### config.mk
export PLATFORM = sky130hd
export DESIGN_NAME = req_fifo_arbiter
export DESIGN_NICKNAME = d
export VERILOG_FILES = /design/src/rtl/req_fifo_arbiter.sv
export SDC_FILE = /design/constraint.sdc
export NUM_CORES = 1
export LEC_CHECK = 0
export CAP_MARGIN = 20
export CORE_ASPECT_RATIO = 1.4
export CORE_MARGIN = 4
export CORE_UTILIZATION = 53
export DETAILED_ROUTE_END_ITERATION = 10
export PLACE_DENSITY = 0.78
export SLEW_MARGIN = 15
export SYNTH_ARGS = -nofsm -noshare
export SYNTH_HDL_FRONTEND = slang
export SYNTH_SLANG_ARGS = --single-unit
### constraint.sdc
create_clock -name clk -period 6.4 [get_ports clk]
set_clock_uncertainty 0.2 [all_clocks]
set_input_delay 1.28 -clock clk [delete_from_list [all_inputs] [get_ports clk]]
set_output_delay 1.28 -clock clk [all_outputs]
set_load 0.005 [all_outputs]
### src/rtl/req_fifo_arbiter.sv
// Round-robin arbiter feeding a DEPTH-entry request FIFO with a valid/ready drain and flush.
// Define ARB_PRIO_EN to add prio_i: high-priority requesters are arbitrated first.
module req_fifo_arbiter #(
    parameter int NREQ      = 2,
    parameter int DATA_SIZE = 32,
    parameter int DEPTH     = 4
) (
    input  logic                       clk,
    input  logic                       rst_n,
    input  logic [NREQ-1:0]            req_valid_i,
    input  logic [NREQ*DATA_SIZE-1:0]  req_data_i,
`ifdef ARB_PRIO_EN
    input  logic [NREQ-1:0]            prio_i,
`endif
    output logic [NREQ-1:0]            req_ready_o,
    input  logic                       flush_i,
    output logic                       out_valid_o,
    output logic [DATA_SIZE-1:0]       out_data_o,
    output logic [$clog2(NREQ)-1:0]    out_id_o,
    input  logic                       out_ready_i,
    output logic [$clog2(DEPTH):0]     count_o
);

    localparam int IDW = $clog2(NREQ);
    localparam int PW  = $clog2(DEPTH);
    localparam int CW  = PW + 1;
    localparam int EW  = IDW + DATA_SIZE;

    logic [EW-1:0]        mem_q [DEPTH];
    logic [PW-1:0]        rd_ptr_q, rd_ptr_d;
    logic [PW-1:0]        wr_ptr_q, wr_ptr_d;
    logic [CW-1:0]        count_q, count_d;
    logic [IDW-1:0]       rr_ptr_q, rr_ptr_d;

    logic                 pop;
    logic                 push;
    logic                 can_push;
    logic [NREQ-1:0]      cand;
    logic [NREQ-1:0]      upper_mask;
    logic [NREQ-1:0]      masked;
    logic [NREQ-1:0]      pick;
    logic [NREQ-1:0]      one_hot;
    logic [IDW-1:0]       grant_idx;
    logic [DATA_SIZE-1:0] push_data;

    assign out_valid_o = (count_q != '0);
    assign out_data_o  = mem_q[rd_ptr_q][DATA_SIZE-1:0];
    assign out_id_o    = mem_q[rd_ptr_q][EW-1 -: IDW];
    assign count_o     = count_q;

    assign pop      = out_valid_o & out_ready_i;
    assign can_push = (count_q != CW'(DEPTH)) | pop;

    // Round-robin: lowest requester at or above rr_ptr wins, else lowest overall.
    always_comb begin
        cand = req_valid_i;
`ifdef ARB_PRIO_EN
        if (|(req_valid_i & prio_i)) begin
            cand = req_valid_i & prio_i;
        end
`endif
        upper_mask = '0;
        for (int i = 0; i < NREQ; i++) begin
            upper_mask[i] = (IDW'(i) >= rr_ptr_q);
        end
        masked  = cand & upper_mask;
        pick    = (|masked) ? masked : cand;
        one_hot = pick & (~pick + NREQ'(1));
    end

    always_comb begin
        grant_idx = '0;
        push_data = '0;
        for (int i = 0; i < NREQ; i++) begin
            if (one_hot[i]) begin
                grant_idx = IDW'(i);
                push_data = req_data_i[i*DATA_SIZE +: DATA_SIZE];
            end
        end
    end

    assign req_ready_o = (rst_n && can_push && !flush_i) ? one_hot : '0;
    assign push        = |req_ready_o;

    always_comb begin
        rd_ptr_d = rd_ptr_q;
        wr_ptr_d = wr_ptr_q;
        count_d  = count_q;
        rr_ptr_d = rr_ptr_q;
        if (pop) begin
            rd_ptr_d = rd_ptr_q + PW'(1);
        end
        if (push) begin
            wr_ptr_d = wr_ptr_q + PW'(1);
            rr_ptr_d = (grant_idx == IDW'(NREQ - 1)) ? '0 : grant_idx + IDW'(1);
        end
        case ({push, pop})
            2'b10:   count_d = count_q + CW'(1);
            2'b01:   count_d = count_q - CW'(1);
            default: count_d = count_q;
        endcase
    end

    always_ff @(posedge clk) begin
        if (!rst_n) begin
            rd_ptr_q <= '0;
            wr_ptr_q <= '0;
            count_q  <= '0;
            rr_ptr_q <= '0;
            for (int i = 0; i < DEPTH; i++) begin
                mem_q[i] <= '0;
            end
        end else if (flush_i) begin
            // Storage keeps stale data; only the bookkeeping is cleared.
            rd_ptr_q <= '0;
            wr_ptr_q <= '0;
            count_q  <= '0;
            rr_ptr_q <= '0;
        end else begin
            rd_ptr_q <= rd_ptr_d;
            wr_ptr_q <= wr_ptr_d;
            count_q  <= count_d;
            rr_ptr_q <= rr_ptr_d;
            if (push) begin
                mem_q[wr_ptr_q] <= {grant_idx, push_data};
            end
        end
    end

`ifndef SYNTHESIS
    logic [NREQ-1:0]           pend_q;
    logic [NREQ*DATA_SIZE-1:0] data_q;

    always_ff @(posedge clk) begin
        pend_q <= rst_n ? (req_valid_i & ~req_ready_o) : '0;
        data_q <= req_data_i;
    end

    always_ff @(posedge clk) begin
        if (rst_n) begin
            for (int i = 0; i < NREQ; i++) begin
                if (pend_q[i]) begin
                    assert (req_valid_i[i] &&
                            req_data_i[i*DATA_SIZE +: DATA_SIZE] == data_q[i*DATA_SIZE +: DATA_SIZE]);
                end
            end
            assert (!(push && count_q == CW'(DEPTH) && !pop));
            assert (!(pop && count_q == '0));
        end
    end
`endif

endmodule

Word-level counts from Yosys, hierarchy flattened

Memory sizes are Yosys's and may differ from the RTL's. A register that Yosys moved wholly into a read port is not among the register bits.
Cells that the tools add are included.

Memories kept: 1
RAM bits: 132
Output and inout bits: 39
Latch bits: 0
Memory bits (read-only): 0
Register bits: 8
Logic and storage cells: 48
Input port bits: 70

Memory list:

| memory | depth | width | rd ports | clocked after Yosys merged registers in | write ports | line | RTL |
|---|---|---|---|---|---|---|---|
| mem_q  | 4     | 33    | 1        | 1                                       | 4           | 29   | `logic [EW-1:0] mem_q [DEPTH];` |

$add $sub $neg: 6
Shift operators: 0
Multiply operators: 0
Reduce and logical (&&, ||, !) cells: 9
Divide/modulo/power cells: 0
Muxes and demuxes: 17
Bitwise operators: 6
Equal/unequal tests: 3
Order comparisons: 2

Operators with widths:

| cell                                                                   | number |
|---|---|
| 32-bit two-way mux                                                     | 2 |
| 33-bit two-way mux                                                     | 1 |
| 33-bit OR reduction                                                    | 1 |
| 2-bit two-way mux                                                      | 5 |
| 1-bit two-way mux                                                      | 8 |
| 2-bit by 1-bit adder with 2-bit output (second input constant)         | 3 |
| 3-bit one-hot mux with 2 select lines                                  | 1 |
| 2-bit OR reduction                                                     | 3 |
| 2-bit AND                                                              | 2 |
| 3-bit by 1-bit adder with 3-bit output (second input constant)         | 1 |
| 3-bit != test (second input constant)                                  | 1 |
| 3-bit nonzero test                                                     | 1 |
| 3-bit by 1-bit subtractor with 3-bit output (second input constant)    | 1 |
| 2-bit by 1-bit equality test with 1-bit output (second input constant) | 1 |
| 2-bit equality test (second input constant)                            | 1 |
| 1-bit >= comparator (first input constant)                             | 2 |
| 1-bit logical AND                                                      | 2 |
| 2-bit inverter                                                         | 1 |
| 2-bit nonzero test                                                     | 1 |
| 1-bit adder (second input constant)                                    | 1 |
| 1-bit AND                                                              | 1 |
| 1-bit logical NOT                                                      | 1 |
| 1-bit inverter                                                         | 1 |
| 1-bit bitwise OR                                                       | 1 |

Logic depth before layout (Yosys ltp)

Gate-level depths: netlist (run 1).

Word-level depth: 15
Gate-level depth with buffers: 9
Gate-level depth less buffers: 8

Worst setup path after synthesis (run 1)

No wires, ideal clock.

Kind: input to register
Start: in req_valid_i[1]
End: mem mem_q[0][0] (netlist bit), enable pin
Setup time: 0.516 ns
Required time: 5.684 ns
Stages: 4
Path buffers: 1
Setup slack: 0.451 ns
Arrival time: 5.232 ns
Cells stage by stage: clkbuf_1 -> or2_2 -> nand2_1 -> o41ai_1

RTL lines:

| item            | line | RTL |
|---|---|---|
| start, declared | 10   | `input logic [NREQ-1:0] req_valid_i,` |
| end, declared   | 29   |  |

Final worst setup path (run 1)

Start: in req_valid_i[1]
End: out req_ready_o[0]

Cells in the longest elaborated chain, start to end: 7

Ends and longest elaborated chain:

| item                                   | line | RTL |
|---|---|---|
| 2-bit AND (*)                          | 66   | `masked = cand & upper_mask;` |
| 2-bit OR reduction (*)                 | 67   | `pick = (\|masked) ? masked : cand;` |
| 2-bit two-way mux (*)                  | 67   |  |
| 2-bit inverter                         | 68   | `one_hot = pick & (~pick + NREQ'(1));` |
| 2-bit by 1-bit adder with 2-bit output | 68   |  |
| 2-bit AND (*)                          | 68   |  |
| 2-bit two-way mux (*)                  | 82   | `assign req_ready_o = (rst_n && can_push && !flush_i) ? one_hot : '0;` |
| end, declared                          | 15   | `output logic [NREQ-1:0] req_ready_o,` |

Mark *: on every way between the ends. The rest lies on a longest branch, timed or not.

==> impl_metrics.json, run 1 <==
{
  "status": "finished clean",
  "total_power_mw": 2.18,
  "critical_path_class": "in2out",
  "synth_top_cells_by_area": "edfxtp_1, mux4_2, nor2_1, a32oi_1, dfxtp_1",
  "insertion_delay_ns": 0.41,
  "max_freq_mhz": 201,
  "fp.dieH_um": 137,
  "endpoint_kind": "primary output",
  "area_growth_pct": 27.9,
  "start_kind": "primary input",
  "cts_resized": 0,
  "leakagePower_nw": 2.76,
  "routabilityCongestion": 0.742,
  "dr_total_vias": 4162,
  "n_fill_cell": 756,
  "antenna_found_initial": 0,
  "cts_max_path_buffers": 2,
  "power.share.combinational": 0.101,
  "cp.arrival_ns": 3.50,
  "antenna_cells": 0,
  "synth_top_area_share": 0.631,
  "start_util": 0.548,
  "final.period_utilization": 0.778,
  "netlist_instances": 429,
  "grt_start_max_net_pins": 37,
  "hp-class": "reg2reg",
  "finalHoldViolations": 0,
  "worst_pin_slew_ns": 0.940,
  "core_um2": 11500,
  "ys_ff_latch": 142,
  "path_clk_slew_ns": 0.06,
  "postCtsSetupRepairBufs": 0,
  "grt_pass1_wl_um": 22000,
  "cts-buffers-inserted": 17,
  "portBuffers": 108,
  "grt_usage": 0.221,
  "cts.sinks": 142,
  "p_sw_uw": 480,
  "clock_power_share": 0.404,
  "synth_cell_type_count": 37,
  "crit_path_max_fanout": 36,
  "rows": 46,
  "power-per-cell-area_nw_per_um2": 272,
  "setup_viol": 0,
  "crit_path_frequent_cell": "clkdlybuf4s50_1",
  "holdBufCountCts": 0,
  "setup_tns_ns": 0,
  "path_cells": "clkdlybuf4s50_1 -> buf_4 -> a21boi_4 -> and3_1 -> clkdlybuf4s50_1",
  "io_pins": 109,
  "cp_slowest_cell": "a21boi_4",
  "max_stage_delay_ns": 0.78,
  "wl_um": 14700,
  "drt-pass1-iter-count": 4,
  "antenna_left": 0,
  "die_w_um": 100,
  "die_area_um2": 13700,
  "critPathRequiredTime_ns": 4.92,
  "grt_overflow": 0,
  "hp-start": "rd_ptr_q[1]",
  "rsz0062_at_grt": "no",
  "placed_cells": 655,
  "pwr-share-seq": 0.495,
  "max-slew-margin-rel": 0.372,
  "h-tree-depth": 4,
  "wl_per_cell_um": 21.4,
  "grt_pass1_vias": 4281,
  "drive_gt1_frac": 0.157,
  "p_int_mw": 1.70,
  "path_buf_inv": 3,
  "drv_cap": 0,
  "seq_area_frac_synth": 0.663,
  "dp_hpwl_um": 8650,
  "avgSynthCellArea_um2": 14.6,
  "critical-path-top-delay-family": "buffers and inverters",
  "synth_nets": 501,
  "cp-startpoint": "req_valid_i[1]",
  "drt_iter0_markers": 296,
  "yosysTopAreaCell": "edfxtp_1",
  "syn-cell-area_um2": 6280,
  "swShare": 0.220,
  "r2r-start": "count_o[1]",
  "cts_tree": "done",
  "ir_worst_vdd_mv": 0.199,
  "cts-root-buf": "clkbuf_16",
  "via_per_inst": 6.06,
  "drcViolationCount": 0,
  "slew_violations": 0,
  "num-nets-final": 602,
  "post-route-min-period_ns": 4.98,
  "ys_warn_count": 0,
  "fin_cells": 687
}
[power by group through the flow]
| stage | clock [mW] | sequential [mW] | combinational (mW) |
|---|---|---|---|
| final | 0.881 | 1.08 | 0.221 |
| after global routing | 0.931 | 1.09 | 0.236 |
| after CTS | 0.888 | 1.08 | 0.222 |
| after detailed placement | 0 | 1.10 | 0.219 |
| after global placement | 0 | 1.10 | 0.213 |
| after floorplan | 0 | 1.10 | 0.102 |
[kinds of logic after synthesis]
logic type / after synthesis / synth area share
buffers and inverters: 40 / 0.0399
muxes: 34 / 0.120
DFF: 142 / 0.663
AOI/OAI and AO/OA: 45 / 0.0586
adders and majority gates: 2 / 0.00518
and+or+nand+nor: 162 / 0.107
xor gates and xnor gates: 4 / 0.00558
[state kept, by name, summed over array words and instances (netlist names), named ones only]
name,flops
mem_q,132
rr_ptr_q,1
count_o,3
rd_ptr_q,2
wr_ptr_q,2
[metal layers]
layer  routed length, µm  vias to the layer above  GRT usage
met3                1260                       33     0.0612
met5                   0                        -          0
met1                5100                     2063      0.257
met4                 455                        0      0.104
met2                7850                      230      0.378
li1                    -                     1836          -
[cell type report]
cell class,instances,area (µm²),area share
clock buffers,18,429,0.0534
flip-flops and latches,142,4170,0.519
repair buffers,119,1210,0.151
well taps,144,180,0.0224
clock inverters,14,103,0.0128
inverters,3,11.3,0.00140
multi-input cells,247,1930,0.240
[Yosys cell counts]
cell type / instances
a21boi_1: 1
a21oi_1: 3
a311oi_1: 1
a32oi_1: 32
and3_1: 2
buf_1: 1
buf_2: 5
buf_4: 5
buf_6: 10
clkbuf_1: 16
dfxtp_1: 10
edfxtp_1: 132
fa_1: 1
ha_1: 1
inv_1: 3
mux2i_1: 1
mux4_2: 33
nand2_1: 5
nand2_2: 1
nand2b_1: 5
nand3_1: 1
nand4_2: 1
nand4bb_1: 2
nor2_1: 137
nor2b_1: 1
nor3_1: 2
nor4_1: 1
o21ai_0: 3
o311ai_0: 1
o31a_1: 1
o31ai_1: 2
o41ai_1: 1
or2_2: 1
or3_1: 2
or4b_1: 1
xnor2_1: 1
xor2_1: 3
[tightest hold or removal path: stages (launching register included)]
cell,delay [ns]
dfxtp_1,0.33
xor2_1,0.07
nor2_1,0.10
[worst paths after layout]
| check | end | depth (start not counted) | slack (ns) |
|---|---|---|---|
| worst max-delay path | req_ready_o[0] | 5 | 1.42 |
| worst min-delay path | rd_ptr_q[1] | 2 | 0.34 |
| worst max register to register | count_o[2] | 8 | 3.51 |
| worst min register to register | rd_ptr_q[1] | 2 | 0.34 |
[cell usage in the layout (no fill, tap or decap), types with 2 or more instances in the layout]
master	instances
nand4bb_2	2
nor3_1	2
or3_1	2
edfxtp_1	132
buf_4	8
a32oi_1	32
dfxtp_2	2
o21ai_0	2
clkinvlp_4	4
nor2_1	137
xor2_1	3
clkbuf_16	17
and3_1	2
buf_16	2
inv_1	3
clkdlybuf4s50_1	108
nand2b_1	5
clkinv_1	2
a21oi_1	3
clkinv_2	7
nand2_1	5
dfxtp_1	8
mux4_2	33
o31ai_4	2
[per-stage QoR]
stage,utilization,hold slack [ns],setup slack [ns],instance area (µm²)
after global routing,0.701,0.357,1.30,8030
after floorplan,-,0.263,0.451,6280
after global placement,0.649,0.305,1.45,7430
after detailed placement,0.655,0.321,1.42,7500
final,0.701,0.337,1.42,8030
after CTS,0.701,0.339,1.40,8030
No activity file was read; power rests on OpenSTA's default activity.
==> run 2: changes to the inputs <==
--- a/config.mk
+++ b/config.mk
@@ -8,9 +8,9 @@
 export CAP_MARGIN = 20
 export CORE_ASPECT_RATIO = 1.4
 export CORE_MARGIN = 4
-export CORE_UTILIZATION = 53
+export CORE_UTILIZATION = 48
 export DETAILED_ROUTE_END_ITERATION = 10
-export PLACE_DENSITY = 0.78
+export PLACE_DENSITY = 0.74
 export SLEW_MARGIN = 15
 export SYNTH_ARGS = -nofsm -noshare
 export SYNTH_HDL_FRONTEND = slang
==> constraint.sdc (replaced) <==
create_clock -name clk -period 4.2 [get_ports clk]
set_clock_uncertainty 0.2 [all_clocks]
set_input_delay 0.84 -clock clk [delete_from_list [all_inputs] [get_ports clk]]
set_output_delay 0.84 -clock clk [all_outputs]
set_load 0.005 [all_outputs]
==> run 2 against run 1 <==
  * Utilization fell by 7.1 points
  * Critical endpoint unchanged
  * Critical path type unchanged
  * Flip-flop and latch count unchanged
  * Largest power group unchanged
  * Largest cell class unchanged
  * Wire length decreased by 2.8%
  * Combinational power increased by 50%
  * Clock-buffer cell count is 5 higher
  * Worst setup slack got worse by 0.95 ns
  * Sequential share of layout area is 0.30 points lower
  * Final cell count is 1.6% higher
  * Final area grew 0.58%
  * Via count decreased by 4.3%
  * Clock power is 61% higher
==> impl_metrics.json, run 2 (synthesis gave the netlist of run 1 again) <==
{
  "max_stage_delay_ns": 0.70,
  "die_area_um2": 15000,
  "cp.arrival_ns": 2.69,
  "finalWorstSetupSlack_ns": 0.471,
  "final_cell_mix": "nor2_1, edfxtp_1, clkdlybuf4s50_1, mux4_2, a32oi_1",
  "h-tree-depth": 4,
  "place_ws_ns": 0.455,
  "ir_worst_vdd_mv": 0.289,
  "path_clk_slew_ns": 0.06,
  "grt_pass1_vias": 4248,
  "status": "finished clean",
  "endpoint_kind": "primary output",
  "total_power_mw": 3.40,
  "insertion_delay_ns": 0.41,
  "max_freq_mhz": 268,
  "cts-root-buf": "clkbuf_16",
  "cts_resized": 0,
  "drcViolationCount": 0,
  "cp_slowest_cell": "or4b_1",
  "top_usage_layer": "met2",
  "setup_viol": 0,
  "cts_max_path_buffers": 2,
  "cts.sinks": 142,
  "holdBufCountCts": 0,
  "die_w_um": 105,
  "crit_path_max_fanout": 10,
  "io_pins": 109,
  "gr-usage-met3": 0.0481,
  "final_area_um2": 8080,
  "wl_um": 14300,
  "finish.utilization": 0.630,
  "cts_tree": "done",
  "drv_cap": 0,
  "drt_iter0_markers": 288,
  "num-nets-final": 604,
  "dp_hpwl_um": 8420,
  "postCtsSetupRepairBufs": 0,
  "rsz0062_at_grt": "no",
  "drive_gt1_frac": 0.165,
  "fin_cells": 698,
  "worst_pin_slew_ns": 0.895,
  "hp-class": "reg2reg",
  "final_common_cell": "nor2_1",
  "gr-usage-met2": 0.357,
  "antenna_cells": 0,
  "place_area_um2": 7500,
  "routabilityCongestion": 0.777,
  "largest_register": "mem_q",
  "final.period_utilization": 0.888,
  "area_growth_pct": 28.7,
  "power-per-cell-area_nw_per_um2": 421,
  "path_buf_inv": 2,
  "slew_violations": 0,
  "grt_pass1_wl_um": 22600,
  "start_util": 0.490,
  "start_kind": "primary input",
  "core_um2": 12800,
  "fp.dieH_um": 143,
  "post-route-min-period_ns": 3.73,
  "use_met1": 0.240,
  "antenna_left": 0,
  "critical_path_class": "in2out",
  "rows": 49,
  "grt_start_max_net_pins": 37,
  "grt_usage": 0.201,
  "max-slew-margin-rel": 0.404,
  "crit_path_frequent_cell": "clkdlybuf4s50_1",
  "placed_cells": 666,
  "drt-pass1-iter-count": 7,
  "cts-buffers-inserted": 17,
  "path_cells": "clkdlybuf4s50_1 -> or4b_1 -> and3_1 -> clkdlybuf4s50_1",
  "antenna_found_initial": 0,
  "dr_total_vias": 3984,
  "finalHoldViolations": 0,
  "via_per_inst": 5.71,
  "wl_per_cell_um": 20.4,
  "leakagePower_nw": 2.79,
  "grt_overflow": 0,
  "critical-path-top-delay-family": "simple AND/OR/NAND/NOR gates",
  "critPathRequiredTime_ns": 3.16,
  "largest_reg_flops": 132,
  "portBuffers": 108
}
-- run 2: metal layers --
layer / wire (µm) / share of wire / vias to the layer above
met2: 7820 / 0.55 / 162
met4: 245 / 0.017 / 0
li1: - / - / 1839
met3: 1010 / 0.071 / 18
met1: 5200 / 0.36 / 1965
met5: 0 / 0 / -
-- run 2: worst paths after layout --
check | startpoint | end | slack, ns | cells past startpoint
max | out_ready_i | req_ready_o[0] | 0.47 | 4
min | rd_ptr_q[1] | register | 0.33 | 2
max reg2reg | count_o[1] | count_o[2] | 1.32 | 8
min reg2reg | rd_ptr_q[1] | register | 0.33 | 2
-- run 2: cell type report --
| cell class | instances | area, µm² |
|---|---|---|
| Clock buffer | 23 | 532 |
| Clock inverter | 9 | 48.8 |
| Fill cell | 952 | 4740 |
| Inverter | 3 | 11.3 |
| Multi-Input combinational cell | 247 | 1940 |
| Sequential cell | 142 | 4170 |
| Tap cell | 153 | 191 |
| Timing Repair Buffer | 121 | 1190 |
-- run 2: power breakdown --
part           internal [mW]  switching, mW
registers               1.63         0.0226
logic                  0.169          0.163
clock network          0.886          0.537
total                   2.68          0.722
-- run 2: metrics by stage --
stage               hold slack, ns  setup TNS [ns]
floorplan                    0.263          -26.31
global placement             0.300               0
detailed placement           0.316               0
CTS                          0.334               0
global route                 0.376               0
finish                       0.329               0
-- run 2: worst reg2reg max path, delay by kind of cell, from the launching register on --
family	cells	cell delay [ns]
buffers and inverters	1	0.06
DFF	1	0.36
adders and majority gates	2	0.58
AOI/OAI and AO/OA	1	0.13
xor gates and xnor gates	1	0.15
and+or+nand+nor	3	1.32
==> run 3: changes to the inputs <==
--- a/config.mk
+++ b/config.mk
@@ -11,6 +11,7 @@
 export CORE_UTILIZATION = 48
 export DETAILED_ROUTE_END_ITERATION = 10
 export PLACE_DENSITY = 0.74
+export REMOVE_ABC_BUFFERS = 1
 export SLEW_MARGIN = 15
 export SYNTH_ARGS = -nofsm -noshare
 export SYNTH_HDL_FRONTEND = slang
==> run 3 against run 2 <==
  * Via count is 3.6% higher
  * Clock power hardly changed
  * Die area stayed put
  * Sequential power hardly changed
  * Sequential share of layout area is 0.088 points higher
  * Total power is 0.89% higher
  * Largest cell class unchanged
  * Highest routed layer unchanged
  * Clock-buffer cell count is 2 lower
==> impl_metrics.json, run 3 (synthesis gave the netlist of run 1 again) <==
{
  "status": "finished clean",
  "via_per_inst": 5.89,
  "cts_tree": "done",
  "antenna_left": 0,
  "p_sw_uw": 719,
  "path_buf_inv": 2,
  "cp.arrival_ns": 2.68,
  "start_util": 0.490,
  "wl_um": 15100,
  "routabilityCongestion": 0.790,
  "antenna_cells": 0,
  "place_ws_ns": 0.444,
  "cp_slowest_cell": "or4b_1",
  "insertion_delay_ns": 0.41,
  "rows": 49,
  "fp.dieH_um": 143,
  "critPathRequiredTime_ns": 3.16,
  "postCtsSetupRepairBufs": 0,
  "post-route-min-period_ns": 3.72,
  "cts-root-buf": "clkbuf_16",
  "critical_path_class": "in2out",
  "clock_power_share": 0.421,
  "grt_usage": 0.208,
  "cts_resized": 0,
  "final.period_utilization": 0.885,
  "power.share.combinational": 0.098,
  "pwr-share-seq": 0.481,
  "max_stage_delay_ns": 0.69,
  "path_clk_slew_ns": 0.06,
  "crit_path_frequent_cell": "clkdlybuf4s50_1",
  "grt_start_max_net_pins": 37,
  "power-per-cell-area_nw_per_um2": 426,
  "start_kind": "primary input",
  "area_growth_pct": 28.5,
  "setup_viol": 0,
  "finalWorstSetupSlack_ns": 0.483,
  "drv_cap": 0,
  "die_area_um2": 15000,
  "io_pins": 109,
  "largest_register": "mem_q",
  "drt_iter0_markers": 252,
  "portBuffers": 108,
  "grt_pass1_wl_um": 23600,
  "worst_pin_slew_ns": 0.937,
  "die_w_um": 105,
  "cts_max_path_buffers": 2,
  "dp_hpwl_um": 9300,
  "max_freq_mhz": 269,
  "drt-pass1-iter-count": 4,
  "slew_violations": 0,
  "endpoint_kind": "primary output",
  "wl_per_cell_um": 21.5,
  "hp-class": "reg2reg",
  "antenna_found_initial": 0,
  "num-nets-final": 606,
  "rsz0062_at_grt": "no",
  "cts.sinks": 142,
  "cts-buffers-inserted": 17,
  "grt_pass1_vias": 4421,
  "swShare": 0.210,
  "grt_overflow": 0,
  "largest_reg_flops": 132,
  "crit_path_max_fanout": 10,
  "drive_gt1_frac": 0.152,
  "setup_tns_ns": 0,
  "final_cell_mix": "nor2_1, edfxtp_1, clkdlybuf4s50_1, mux4_2, a32oi_1",
  "n_fill_cell": 919,
  "ir_worst_vdd_mv": 0.303,
  "max-slew-margin-rel": 0.376,
  "finalHoldViolations": 0,
  "final_common_cell": "nor2_1",
  "critical-path-top-delay-family": "simple AND/OR/NAND/NOR gates",
  "dr_total_vias": 4126,
  "p_int_mw": 2.71,
  "h-tree-depth": 4,
  "path_cells": "clkdlybuf4s50_1 -> or4b_1 -> and3_1 -> clkdlybuf4s50_1",
  "leakagePower_nw": 2.77,
  "holdBufCountCts": 0,
  "core_um2": 12800,
  "drcViolationCount": 0
}
## run 3: changes by cell type in the layout (fill, tap and decap cells not counted), sizes merged
cell and delta:
buf +2, bufinv +3, clkbuf -2, clkinv +2, inv -3
## run 3: worst register-to-register path: stages, from the launching register on
cell     delay (ns)
dfxtp_1        0.37
or4b_1         0.76
nand3_1        0.26
ha_1           0.21
inv_1          0.06
fa_1           0.37
xor2_1         0.16
or3_1          0.31
a21oi_1        0.14
## run 3: per-stage QoR
step                      hold WS (ns)  instances  utilization  cell area, µm²  power, mW
after floorplan                  0.263        392            -            6040       1.81
after global placement           0.308        668        0.585            7500       2.00
after detailed placement         0.315        668        0.585            7500       2.02
after CTS                        0.330        700        0.629            8060       3.45
after global routing             0.364        700        0.629            8060       3.54
final                            0.334        700        0.629            8060       3.43
## run 3: routing by layer
layer | up-vias | share of wire | global-route usage
met3 | 23 | 0.058 | 0.0476
met1 | 2092 | 0.36 | 0.232
met5 | - | 0 | 0
met2 | 166 | 0.56 | 0.390
li1 | 1845 | - | -
met4 | 0 | 0.016 | 0.0746
## run 3: final cells by class
type	count	area [µm²]	share of cell area
flip-flops and latches	142	4170	0.517
multi-input cells	247	1930	0.239
repair buffers	123	1200	0.149
clock buffers	21	440	0.0546
well taps	153	191	0.0237
clock inverters	11	123	0.0152
inverters	3	11.3	0.00140
## run 3: power groups by stage
| stage | Combinational (mW) | Sequential (mW) | Clock (mW) |
|---|---|---|---|
| floorplan | 0.138 | 1.67 | 0 |
| global placement | 0.331 | 1.67 | 0 |
| detailed placement | 0.338 | 1.68 | 0 |
| CTS | 0.340 | 1.65 | 1.46 |
| global route | 0.360 | 1.66 | 1.52 |
| finish | 0.336 | 1.65 | 1.45 |
## run 3: path summary, 6_finish.rpt
check	from	end	slack, ns	depth (start not counted)
hold / removal	rd_ptr_q[1]	register	0.33	2
hold reg to reg	rd_ptr_q[1]	register	0.33	2
setup reg to reg	count_o[1]	count_o[2]	1.30	8
setup / recovery	out_ready_i	req_ready_o[0]	0.48	4
